===== src/rtl/vga_pkg.sv =====
// Shared widths, frame default and FSM state type for the VGA plot arbiter.
package vga_pkg;

  localparam int unsigned X_W                  = 8;
  localparam int unsigned Y_W                  = 7;
  localparam int unsigned COL_W                = 3;
  localparam int unsigned DEFAULT_FRAME_CYCLES = 833333;

  typedef enum logic {
    StIdle = 1'b0,
    StOwn  = 1'b1
  } state_e;

  // Counter width able to hold 0..limit-1, never narrower than one bit.
  function automatic int unsigned cnt_w(input int unsigned limit);
    return (limit > 1) ? $clog2(limit) : 1;
  endfunction

endpackage


===== src/rtl/rr_pick.sv =====
// Combinational round-robin select: first set request at or above ptr_i, wrapping.
module rr_pick #(
  parameter int unsigned N_REQ = 3,
  parameter int unsigned IDX_W = 2
) (
  input  logic [N_REQ-1:0] req_i,
  input  logic [IDX_W-1:0] ptr_i,
  output logic [N_REQ-1:0] grant_o,
  output logic [IDX_W-1:0] idx_o,
  output logic             valid_o
);

  int unsigned      k;
  logic [IDX_W-1:0] idx;
  logic             found;

  always_comb begin
    grant_o = '0;
    idx_o   = '0;
    found   = 1'b0;
    k       = 0;
    idx     = '0;
    for (int unsigned i = 0; i < N_REQ; i++) begin
      k = 32'(ptr_i) + i;
      if (k >= N_REQ) begin
        k = k - N_REQ;
      end
      idx = IDX_W'(k);
      if (!found && req_i[idx]) begin
        found        = 1'b1;
        grant_o[idx] = 1'b1;
        idx_o        = idx;
      end
    end
    valid_o = found;
  end

endmodule


===== src/rtl/vga_plot_arbiter.sv =====
// Round-robin arbiter sharing one VGA write port between N_REQ requesters,
// with an optional burst limit and a free-running frame tick.
module vga_plot_arbiter
  import vga_pkg::*;
#(
  parameter int unsigned N_REQ        = 3,
  parameter int unsigned MAX_BURST    = 256,
  parameter int unsigned FRAME_CYCLES = DEFAULT_FRAME_CYCLES
) (
  input  logic                   clk,
  input  logic                   reset_n,
  input  logic [N_REQ-1:0]       req,
  input  logic [N_REQ-1:0]       plot_in,
  input  logic [X_W*N_REQ-1:0]   x_in,
  input  logic [Y_W*N_REQ-1:0]   y_in,
  input  logic [COL_W*N_REQ-1:0] colour_in,
  output logic [N_REQ-1:0]       grant,
  output logic [X_W-1:0]         x_out,
  output logic [Y_W-1:0]         y_out,
  output logic [COL_W-1:0]       colour_out,
  output logic                   plot_out,
  output logic                   frame_tick,
  output logic                   busy
);

  localparam int unsigned IDX_W   = cnt_w(N_REQ);
  localparam int unsigned BURST_W = cnt_w(MAX_BURST);
  localparam int unsigned FRAME_W = cnt_w(FRAME_CYCLES);

  localparam logic [BURST_W-1:0] BURST_LAST =
      (MAX_BURST == 0) ? {BURST_W{1'b1}} : BURST_W'(MAX_BURST - 1);
  localparam logic [FRAME_W-1:0] FRAME_LAST = FRAME_W'(FRAME_CYCLES - 1);
  localparam logic [IDX_W-1:0]   IDX_LAST   = IDX_W'(N_REQ - 1);

  state_e             state_q, state_d;
  logic [N_REQ-1:0]   grant_q, grant_d;
  logic [IDX_W-1:0]   owner_q, owner_d;
  logic [IDX_W-1:0]   rr_ptr_q, rr_ptr_d;
  logic [BURST_W-1:0] burst_q, burst_d;
  logic [FRAME_W-1:0] frame_q, frame_d;
  logic               plot_q, plot_d;
  logic [X_W-1:0]     x_q, x_d;
  logic [Y_W-1:0]     y_q, y_d;
  logic [COL_W-1:0]   col_q, col_d;

  logic [N_REQ-1:0] pick_grant;
  logic [IDX_W-1:0] pick_idx;
  logic             pick_valid;

  logic             own_req, own_plot, others_req, timeout;
  logic [X_W-1:0]   own_x;
  logic [Y_W-1:0]   own_y;
  logic [COL_W-1:0] own_col;

  rr_pick #(
    .N_REQ (N_REQ),
    .IDX_W (IDX_W)
  ) u_rr_pick (
    .req_i   (req),
    .ptr_i   (rr_ptr_q),
    .grant_o (pick_grant),
    .idx_o   (pick_idx),
    .valid_o (pick_valid)
  );

  // Owner lanes are selected by the one-hot grant register.
  always_comb begin
    own_x   = '0;
    own_y   = '0;
    own_col = '0;
    for (int unsigned i = 0; i < N_REQ; i++) begin
      if (grant_q[i]) begin
        own_x   = x_in[i*X_W +: X_W];
        own_y   = y_in[i*Y_W +: Y_W];
        own_col = colour_in[i*COL_W +: COL_W];
      end
    end
  end

  assign own_req    = |(req & grant_q);
  assign own_plot   = |(plot_in & grant_q);
  assign others_req = |(req & ~grant_q);
  assign timeout    = (MAX_BURST != 0) && (burst_q == BURST_LAST) && others_req;

  always_comb begin
    state_d  = state_q;
    grant_d  = grant_q;
    owner_d  = owner_q;
    rr_ptr_d = rr_ptr_q;
    burst_d  = burst_q;
    plot_d   = 1'b0;
    x_d      = x_q;
    y_d      = y_q;
    col_d    = col_q;
    frame_d  = (frame_q == FRAME_LAST) ? '0 : frame_q + 1'b1;

    unique case (state_q)
      StIdle: begin
        if (pick_valid) begin
          state_d = StOwn;
          grant_d = pick_grant;
          owner_d = pick_idx;
          burst_d = '0;
        end
      end
      StOwn: begin
        // Release and timeout collapse into one release; that cycle's write is dropped.
        if (!own_req || timeout) begin
          state_d  = StIdle;
          grant_d  = '0;
          rr_ptr_d = (owner_q == IDX_LAST) ? '0 : owner_q + 1'b1;
        end else begin
          plot_d = own_plot;
          x_d    = own_x;
          y_d    = own_y;
          col_d  = own_col;
          if (burst_q != BURST_LAST) begin
            burst_d = burst_q + 1'b1;
          end
        end
      end
    endcase
  end

  always_ff @(posedge clk or negedge reset_n) begin
    if (!reset_n) begin
      state_q  <= StIdle;
      grant_q  <= '0;
      owner_q  <= '0;
      rr_ptr_q <= '0;
      burst_q  <= '0;
      frame_q  <= '0;
      plot_q   <= 1'b0;
      x_q      <= '0;
      y_q      <= '0;
      col_q    <= '0;
    end else begin
      state_q  <= state_d;
      grant_q  <= grant_d;
      owner_q  <= owner_d;
      rr_ptr_q <= rr_ptr_d;
      burst_q  <= burst_d;
      frame_q  <= frame_d;
      plot_q   <= plot_d;
      x_q      <= x_d;
      y_q      <= y_d;
      col_q    <= col_d;
    end
  end

  assign grant      = grant_q;
  assign busy       = |grant_q;
  assign plot_out   = plot_q;
  assign x_out      = x_q;
  assign y_out      = y_q;
  assign colour_out = col_q;
  assign frame_tick = (frame_q == FRAME_LAST);

endmodule


===== config.mk =====
export PLATFORM = sky130hd
export DESIGN_NAME = vga_plot_arbiter
export DESIGN_NICKNAME = d
export VERILOG_FILES = /design/src/rtl/vga_pkg.sv /design/src/rtl/rr_pick.sv /design/src/rtl/vga_plot_arbiter.sv
export SDC_FILE = /design/constraint.sdc
export NUM_CORES = 1
export LEC_CHECK = 0
export CAP_MARGIN = 15
export CORE_MARGIN = 2
export CORE_UTILIZATION = 32
export DETAILED_ROUTE_END_ITERATION = 7
export GPL_ROUTABILITY_DRIVEN = 0
export PLACE_DENSITY = 0.53
export RECOVER_POWER = 25
export SLEW_MARGIN = 20
export SYNTH_ARGS = -nofsm -noshare
export SYNTH_HDL_FRONTEND = slang
export SYNTH_SLANG_ARGS = --single-unit

===== constraint.sdc =====
create_clock -name clk -period 5.5 [get_ports clk]
set_clock_uncertainty 0.2 [all_clocks]
set_input_delay 0.55 -clock clk [delete_from_list [all_inputs] [get_ports clk]]
set_output_delay 0.55 -clock clk [all_outputs]
set_load 0.005 [all_outputs]

==> impl_metrics.tcl, run 1 <==
set metrics [dict create \
    syn_to_final_growth_pct 34.2 \
    drv_slew 56 \
    irDropWorstVdd_mv 0.157 \
    synth-async-reset-ratio 1.00 \
    synth_ff_type "dfrtp_1" \
    syn-cell-area_um2 3130 \
    outcome "complete, but fails checks" \
    powerDensity_nw_per_um2 399 \
    final_nets 472 \
    yosysWarnings 0 \
    htree_levels 2 \
    ctsResizeCount 0 \
    finalSetupViolCount 0 \
    post_cts_buffers 0 \
    post_dp_cell_area_um2 4100 \
    critPathKind "register to output port" \
    yosys.area.top_type "dfrtp_1" \
    first_pass_iters 4 \
    core_area_um2 9640 \
    yosys.area_share.simple 0.209 \
    violations "capacitance limit, slew limit" \
    port_buffers 85 \
    p_sw_mw 0.604 \
    antenna_found_initial 0 \
    routedWlPerCell_um 14.5 \
    cts_root_buf "clkbuf_8" \
    crit_arrival_ns 2.88 \
    hold_viol_final 0 \
    intPower_mw 1.07 \
    final_common_cell "clkdlybuf4s50_1" \
    synthTopCellsByArea "dfrtp_1 44%, nand2_1 5.2%, xnor2_1 5.0%" \
    grt_max_degree 56 \
    synthCells 322 \
    worstPathMaxFanout 15 \
    met2_usage 0.230 \
    switching_share 0.360 \
    vias_per_cell 4.92 \
    vias 2635 \
    use_met1 0.199 \
    synth-edff-count 0 \
    ctsHoldBuffers 0 \
    synth_top_family_by_area "simple AND/OR/NAND/NOR gates" \
    syn_nets 391 \
    leakage_nw 1.69 \
    clkSinkCount 55 \
    start_util 0.325 \
    yosysTopAreaCellShare 0.440 \
    crit_chain "or4b_2 -> nor4_4 -> clkdlybuf4s50_1" \
    fp.dieW_um 103 \
    dpl.hpwl_um 5650 \
    rsz0062_at_grt "false" \
    worst-path-stages 3 \
    crit_buf_inv 1 \
    synth-seq-cells 55 \
    slowest_stage "nor4_4" \
    worst_setup_path_end_kind "output port" \
    top_usage_layer "met2" \
    synth-xor-area-share 0.0671 \
    maxCapViolCount 1 \
    final.min_clock_period_ns 3.63 \
    finalInstanceArea_um2 4200 \
    reg2reg_depth 4 \
    cts_buffers 5 \
    worst_slew_pin_slew_ns 2.97 \
    seqPwrFrac 0.356 \
    ys_types 49 \
    fin_tns_setup_ns 0 \
    synth_compound_area_frac 0.138 \
    synth_seq_area_share 0.440 \
    num_antenna_cells 0 \
    die_h_um 103 \
    slowest_delay_ns 0.76 \
    insertion_delay_ns 0.31 \
    final_cell_mix "84 x clkdlybuf4s50_1, 55 x dfrtp_1, 43 x nand2_1" \
    whs_path_depth 1 \
    clock.fmax_mhz 276 \
    io-pin-count 86 \
    grt_use_total 0.144 \
    ant_nets 0 \
    synthMuxAreaShare 0.0883 \
    worstPathRequired_ns 4.75 \
    clkPwrFrac 0.157 \
    clk_path_buf_depth 2 \
    grt_pass1_wl_um 12100 \
    cp-start-kind "register" \
    rows 36 \
    drt_iter0_markers 101 \
    drc 0 \
    synth_adder_area_share 0.0280 \
    drive_above_1_share 0.0868 \
    overflow 0 \
    use_met3 0.0332 \
    utilization 0.436 \
    die-area_um2 10600 \
    combPwrFrac 0.487 \
    routed_wl_um 7790 \
    syn_area_per_cell_um2 9.72 \
    hold_class "register to register" \
    period_share 0.659 \
    grt_pass1_vias 2478 \
    cp_top_family "simple AND/OR/NAND/NOR gates" \
    cts_tree "done" \
    cts.clk_slew.worst_paths_ns 0.10 \
    relSlewSlack -0.983 \
]
cells in the mapped netlist, types with 2 or more instances:
cell type and instances:
dfrtp_1 55, nand2_1 43, nor2_1 26, o21ai_0 23, a22oi_1 18, xnor2_1 18, clkbuf_1 11, nand3_1 11
a21oi_1 10, mux2_2 9, mux2_4 9, ha_1 7, nor2b_1 7, inv_1 6, nor4_1 6, xor2_1 6
nand4_1 5, mux2i_1 4, and3_1 3, and4_1 3, nand3b_1 3, nor3_1 3, a222oi_1 2, and3b_1 2
buf_6 2, nor3b_1 2, nor4b_1 2, o21ai_1 2, o41ai_1 2, or2_2 2, or3_1 2
area by class of cell:
class	count	area (µm²)
repair buffers	88	862
inverters	7	26.3
fillers	968	5440
well taps	133	166
clock inverters	1	30.0
multi-input cells	246	1670
clock buffers	6	72.6
flip-flops and latches	55	1380
power by group through the flow:
stage / Combinational (mW) / Clock [mW] / Sequential (mW)
3_3_place_gp: 0.815 / 0 / 0.606
6_report: 0.817 / 0.263 / 0.598
3_5_place_dp: 0.823 / 0 / 0.609
5_1_grt: 0.906 / 0.286 / 0.615
4_1_cts: 0.827 / 0.272 / 0.601
2_1_floorplan: 0.525 / 0 / 0.575
sequential cells by signal, indices dropped and copies added (netlist names):
name and cells:
plot_out 1, colour_out 3, x_out 8, owner_q 2, frame_q 20, state_q 1, y_out 7, grant 3
burst_q 8, rr_ptr_q 2
final timing paths:
check                                            start                         to  slack, ns
worst max-delay path             frame_q[16]$_DFF_PN0_                 frame_tick       1.87
worst max register to register    grant[1]$_DFFE_PN0P_       y_out[6]$_DFFE_PN0P_       2.44
max in group asynchronous                      reset_n    rr_ptr_q[0]$_DFFE_PN0P_       2.33
worst min-delay path            owner_q[1]$_DFFE_PN0P_    rr_ptr_q[0]$_DFFE_PN0P_       0.26
min in group asynchronous                      reset_n  colour_out[0]$_DFFE_PN0P_       1.11
worst min register to register  owner_q[1]$_DFFE_PN0P_    rr_ptr_q[0]$_DFFE_PN0P_       0.26
metrics by stage:
step	worst slack, ns	hold WS [ns]	cells	power [mW]
after floorplan	3.05	0.0544	322	1.10
after global placement	2.20	0.245	528	1.42
after detailed placement	2.12	0.256	528	1.43
after CTS	1.85	0.194	535	1.70
after global routing	1.69	0.299	536	1.81
final	1.87	0.265	536	1.68
cell families after synthesis:
group | Yosys count
fa+ha+maj | 7
compound gates | 67
flops | 55
xor+xnor | 24
buf+inv | 21
mux | 22
simple gates | 126
layer usage:
metal,wire [µm],part of all wire,up-vias
met1,3820,0.49,1237
met2,3310,0.43,75
met3,590,0.076,5
met4,63,0.0081,0
met5,0,0,-
li1,-,-,1318
Note: power is estimated with default switching activity, not from simulation.
==> run 2, diff against run 1 <==
clock period = 3.5 ns   (was 5.5 ns; I/O delays follow)
==> run 2 against run 1 <==
Effect of this change:
- the run now ends clean
- sequential cell count stayed put
- global-route usage is 0.23 points higher
- sequential share of layout area is 0.18 points lower
- critical endpoint unchanged
- largest power group unchanged
==> impl_metrics.tcl, run 2 (same netlist as run 1, synthesis figures left out) <==
set metrics [dict create \
    outcome "finished clean" \
    power.total_mw 2.59 \
    irDropWorstVdd_mv 0.289 \
    worstPathRequired_ns 2.95 \
    post_cts_buffers 0 \
    drive_above_1_share 0.0954 \
    num_antenna_cells 0 \
    multiInputGateArea_um2 1670 \
    cp-start-kind "register" \
    leakage_nw 1.71 \
    hold_slack_ns 0.275 \
    crit_arrival_ns 2.31 \
    min_from "owner_q[1]$_DFFE_PN0P_" \
    drt_iter0_markers 92 \
    relSlewSlack 0.212 \
    worst_slew_pin_slew_ns 1.18 \
    nFillCells 963 \
    utilization 0.438 \
    dpl.hpwl_um 5790 \
    finalSetupViolCount 0 \
    final_cell_mix "84 x clkdlybuf4s50_1, 55 x dfrtp_1, 43 x nand2_1" \
    routedWlPerCell_um 14.3 \
    fp.dieW_um 103 \
    whs_path_depth 1 \
    clock.fmax_mhz 350 \
    reg2reg_slack_ns 0.79 \
    antenna_found_initial 0 \
    vias_per_cell 4.91 \
    largest_register "frame_q" \
    vias 2662 \
    grt_use_total 0.146 \
    grt_max_degree 27 \
    die_h_um 103 \
    r2r_end "grant[1]$_DFFE_PN0P_" \
    first_pass_iters 4 \
    cts_tree "done" \
    overflow 0 \
    hold_viol_final 0 \
    reg2reg_from "rr_ptr_q[0]$_DFFE_PN0P_" \
    routed_wl_um 7770 \
    die-area_um2 10600 \
    drc 0 \
    htree_levels 2 \
    drv_slew 0 \
    fin_tns_setup_ns 0 \
    cts_root_buf "clkbuf_8" \
    final.min_clock_period_ns 2.86 \
    io-pin-count 86 \
    worst_setup_path_end_kind "output port" \
    clk_path_buf_depth 2 \
    top_usage_layer "met2" \
    clkSinkCount 55 \
    grt_pass1_wl_um 12400 \
    worstPathMaxFanout 5 \
    final_nets 477 \
    maxCapViolCount 0 \
    cts.clk_slew.worst_paths_ns 0.09 \
    rows 36 \
    ant_nets 0 \
    met2_usage 0.244 \
    use_met1 0.191 \
    hold_end "rr_ptr_q[0]$_DFFE_PN0P_" \
    insertion_delay_ns 0.31 \
    powerDensity_nw_per_um2 612 \
    hold_class "register to register" \
    critPathKind "register to output port" \
    reg2reg_depth 6 \
    final_common_cell "clkdlybuf4s50_1" \
    largest_reg_flops 20 \
    seq_area_um2 1380 \
    grt_pass1_vias 2616 \
    period_share 0.816 \
    cts_buffers 5 \
    port_buffers 85 \
    rsz0062_at_grt "false" \
    syn_to_final_growth_pct 35.0 \
    core_area_um2 9640 \
    use_met3 0.0332 \
    start_util 0.325 \
]
[run 2: worst max-delay path by stage]
stage               cells after the start                     end                     from
detailed placement                      5    grant[1]$_DFFE_PN0P_                   req[1]
global route                            3              frame_tick    frame_q[16]$_DFF_PN0_
global placement                        6  burst_q[4]$_DFFE_PN0P_                   req[1]
CTS                                     3              frame_tick    frame_q[16]$_DFF_PN0_
floorplan                               8  burst_q[4]$_DFFE_PN0P_  rr_ptr_q[0]$_DFFE_PN0P_
finish                                  3              frame_tick    frame_q[16]$_DFF_PN0_
[run 2: cell type report]
type / count / share of cell area
timing repair buffer: 93 / 0.214
multi-input combinational: 246 / 0.395
inverter: 7 / 0.00622
clock inverter: 2 / 0.00296
sequential: 55 / 0.326
clock buffer: 6 / 0.0172
tap: 133 / 0.0394
[run 2: stage by stage]
step | worst slack (ns) | instances | cell area (µm²)
after global routing | 0.506 | 542 | 4230
after floorplan | 1.18 | 322 | 3130
after detailed placement | 0.765 | 533 | 4130
after CTS | 0.608 | 542 | 4230
final | 0.644 | 542 | 4230
after global placement | 0.673 | 533 | 4130
[run 2: timing repair]
| item | in CTS | in global routing |
|---|---|---|
| resized for setup | 0 | 0 |
| hold endpoints to repair | 20 | 0 |
| hold buffers | 1 | 0 |
[run 2: layer usage]
layer | up-vias | part of all wire
met4 | 0 | 0.014
met2 | 87 | 0.43
met3 | 10 | 0.081
met5 | - | 0
met1 | 1236 | 0.47
li1 | 1329 | -
[run 2: power breakdown]
| group | switching [mW] | internal (mW) | total [mW] |
|---|---|---|---|
| Combinational | 0.625 | 0.706 | 1.33 |
| Clock | 0.199 | 0.140 | 0.339 |
| Sequential | 0.129 | 0.788 | 0.917 |
| Total | 0.953 | 1.63 | 2.59 |
[run 2: worst max-delay path, stage by stage, from the launching register on]
cell	delay, ns
dfrtp_1	0.44
or4b_2	0.72
nor4_4	0.30
clkdlybuf4s50_1	0.54
==> run 3, diff against run 2 <==
clock period = 2.8 ns   (was 3.5 ns; I/O delays follow)
==> run 3 against run 2 <==
Effect of this change:
- clock-buffer cell count unchanged
- critical path depth up 4
- via count about the same
- cell area up 1.4%
- sequential power up 25%
- total power up 30%
- combinational power up 28%
- routed wire length up 1.2%
- clock power up 52%
- critical endpoint is now grant[1]$_DFFE_PN0P_
- sequential cell count unchanged
- die area unchanged
==> impl_metrics.tcl, run 3 (same netlist as run 1, synthesis figures left out) <==
set metrics [dict create \
    reg2reg_slack_ns 0.35 \
    powerDensity_nw_per_um2 785 \
    met2_length_um 3390 \
    hold_slack_ns 0.263 \
    slowest_stage "o41ai_1" \
    ant_nets 0 \
    finalSetupViolCount 0 \
    final_common_cell "clkdlybuf4s50_1" \
    timing.final.ws_setup_ns 0.351 \
    grt_max_degree 31 \
    final_nets 481 \
    htree_levels 2 \
    whs_path_depth 1 \
    routed_wl_um 7870 \
    r2r_end "grant[1]$_DFFE_PN0P_" \
    dr_wl_met3_um 675 \
    rsz0062_at_grt "false" \
    io-pin-count 86 \
    port_buffers 85 \
    stdcell_count 545 \
    clock.fmax_mhz 408 \
    overflow 0 \
    place_ws_ns 0.270 \
    worst_slew_pin_slew_ns 1.06 \
    fin_tns_setup_ns 0 \
    maxCapViolCount 0 \
    top_layer "met4" \
    die-area_um2 10600 \
    cts_tree "done" \
    rows 36 \
    cts.clk_slew.worst_paths_ns 0.09 \
    first_pass_iters 4 \
    hold_end "rr_ptr_q[0]$_DFFE_PN0P_" \
    grt_pass1_vias 2521 \
    antenna_found_initial 0 \
    core_area_um2 9640 \
    slowest_delay_ns 0.56 \
    vias_per_cell 4.88 \
    largest_reg_flops 20 \
    final_cell_mix "83 x clkdlybuf4s50_1, 54 x dfrtp_1, 43 x nand2_1" \
    crit_chain "inv_1 -> ha_1 -> nand2b_1 -> a21oi_1 -> o41ai_1 -> buf_4 -> a22oi_1" \
    post_dp_cell_area_um2 4160 \
    finalInstanceArea_um2 4280 \
    cts_root_buf "clkbuf_8" \
    final.min_clock_period_ns 2.45 \
    start_util 0.325 \
    insertion_delay_ns 0.31 \
    cp-start-kind "register" \
    reg2reg_from "rr_ptr_q[0]$_DFFE_PN0P_" \
    dpl.hpwl_um 5840 \
    irDropWorstVdd_mv 0.344 \
    worstPathMaxFanout 12 \
    power.total_mw 3.36 \
    fp.dieW_um 103 \
    utilization 0.444 \
    drive_above_1_share 0.102 \
    grt_pass1_wl_um 12100 \
    num_antenna_cells 0 \
    hold_viol_final 0 \
    critPathKind "register to register" \
    nFillCells 967 \
    period_share 0.875 \
    drc 0 \
    largest_register "frame_q" \
    grt_use_total 0.145 \
    worstPathRequired_ns 2.79 \
    relSlewSlack 0.295 \
    routedWlPerCell_um 14.4 \
    clk_path_buf_depth 2 \
    dp.cells 536 \
    outcome "finished clean" \
    reg2reg_depth 7 \
    leakage_nw 1.76 \
    worst_setup_path_end_kind "register" \
    min_from "owner_q[1]$_DFFE_PN0P_" \
    clkSinkCount 55 \
    syn_to_final_growth_pct 36.8 \
    cp_top_family "compound AO/OA/AOI/OAI gates" \
    crit_buf_inv 2 \
    vias 2661 \
    crit_arrival_ns 2.43 \
    hold_class "register to register" \
    die_h_um 103 \
    met1_length_um 3700 \
    drt_iter0_markers 95 \
    drv_slew 0 \
    cts_buffers 5 \
]
## run 3: cell count changes in the layout (fill, tap and decap cells not counted)
cell,before,now
dfrtp_1,55,54
buf_4,6,9
nor4b_1,1,2
dlymetal6s2s_1,0,1
buf_12,0,1
clkdlybuf4s50_1,84,83
clkinvlp_4,1,0
nor4b_2,1,0
bufinv_16,0,1
clkinv_2,1,0
dfrtp_2,0,1
## run 3: cell type report
| type | instances | area (µm²) | area share |
|---|---|---|---|
| Sequential cell | 55 | 1380 | 0.322 |
| Clock inverter | 1 | 30.0 | 0.00701 |
| Timing Repair Buffer | 97 | 948 | 0.221 |
| Multi-Input combinational cell | 246 | 1660 | 0.388 |
| Tap cell | 133 | 166 | 0.0389 |
| Clock buffer | 6 | 72.6 | 0.0169 |
| Inverter | 7 | 26.3 | 0.00613 |
## run 3: worst register-to-register path, cell delays in order, from the launching register on
cell and delay (ns):
dfrtp_1 0.42, inv_1 0.09, ha_1 0.47, nand2b_1 0.17, a21oi_1 0.13, o41ai_1 0.56
buf_4 0.21, a22oi_1 0.08
## run 3: per-layer routing
metal | vias up | global-route usage
met5 | - | 0
met4 | 0 | 0.0374
met3 | 9 | 0.0325
met2 | 92 | 0.243
met1 | 1235 | 0.190
li1 | 1325 | -
## run 3: repair_timing
item,in CTS,in global routing
hold endpoints to repair,14,0
endpoints found under the setup margin,1,1
gates resized for setup,0,2
hold buffers,1,0
buffers inserted,1,0
## run 3: power by group
part,switching [mW],total [mW],internal (mW)
sequential,0.165,1.15,0.985
combinational,0.780,1.70,0.920
clock,0.251,0.514,0.263
## run 3: worst max path at each step
stage                                  startpoint                   endpoint  slack [ns]  depth (start not counted)
after detailed placement                   req[1]  colour_out[1]$_DFFE_PN0P_        0.27                          6
after global routing      rr_ptr_q[0]$_DFFE_PN0P_       grant[1]$_DFFE_PN0P_        0.08                          7
after floorplan           rr_ptr_q[0]$_DFFE_PN0P_     burst_q[4]$_DFFE_PN0P_        0.48                          8
after global placement                     req[1]       y_out[6]$_DFFE_PN0P_        0.32                          6
after CTS                    frame_q[6]$_DFF_PN0_                 frame_tick        0.04                          3
final                     rr_ptr_q[0]$_DFFE_PN0P_       grant[1]$_DFFE_PN0P_        0.35                          7
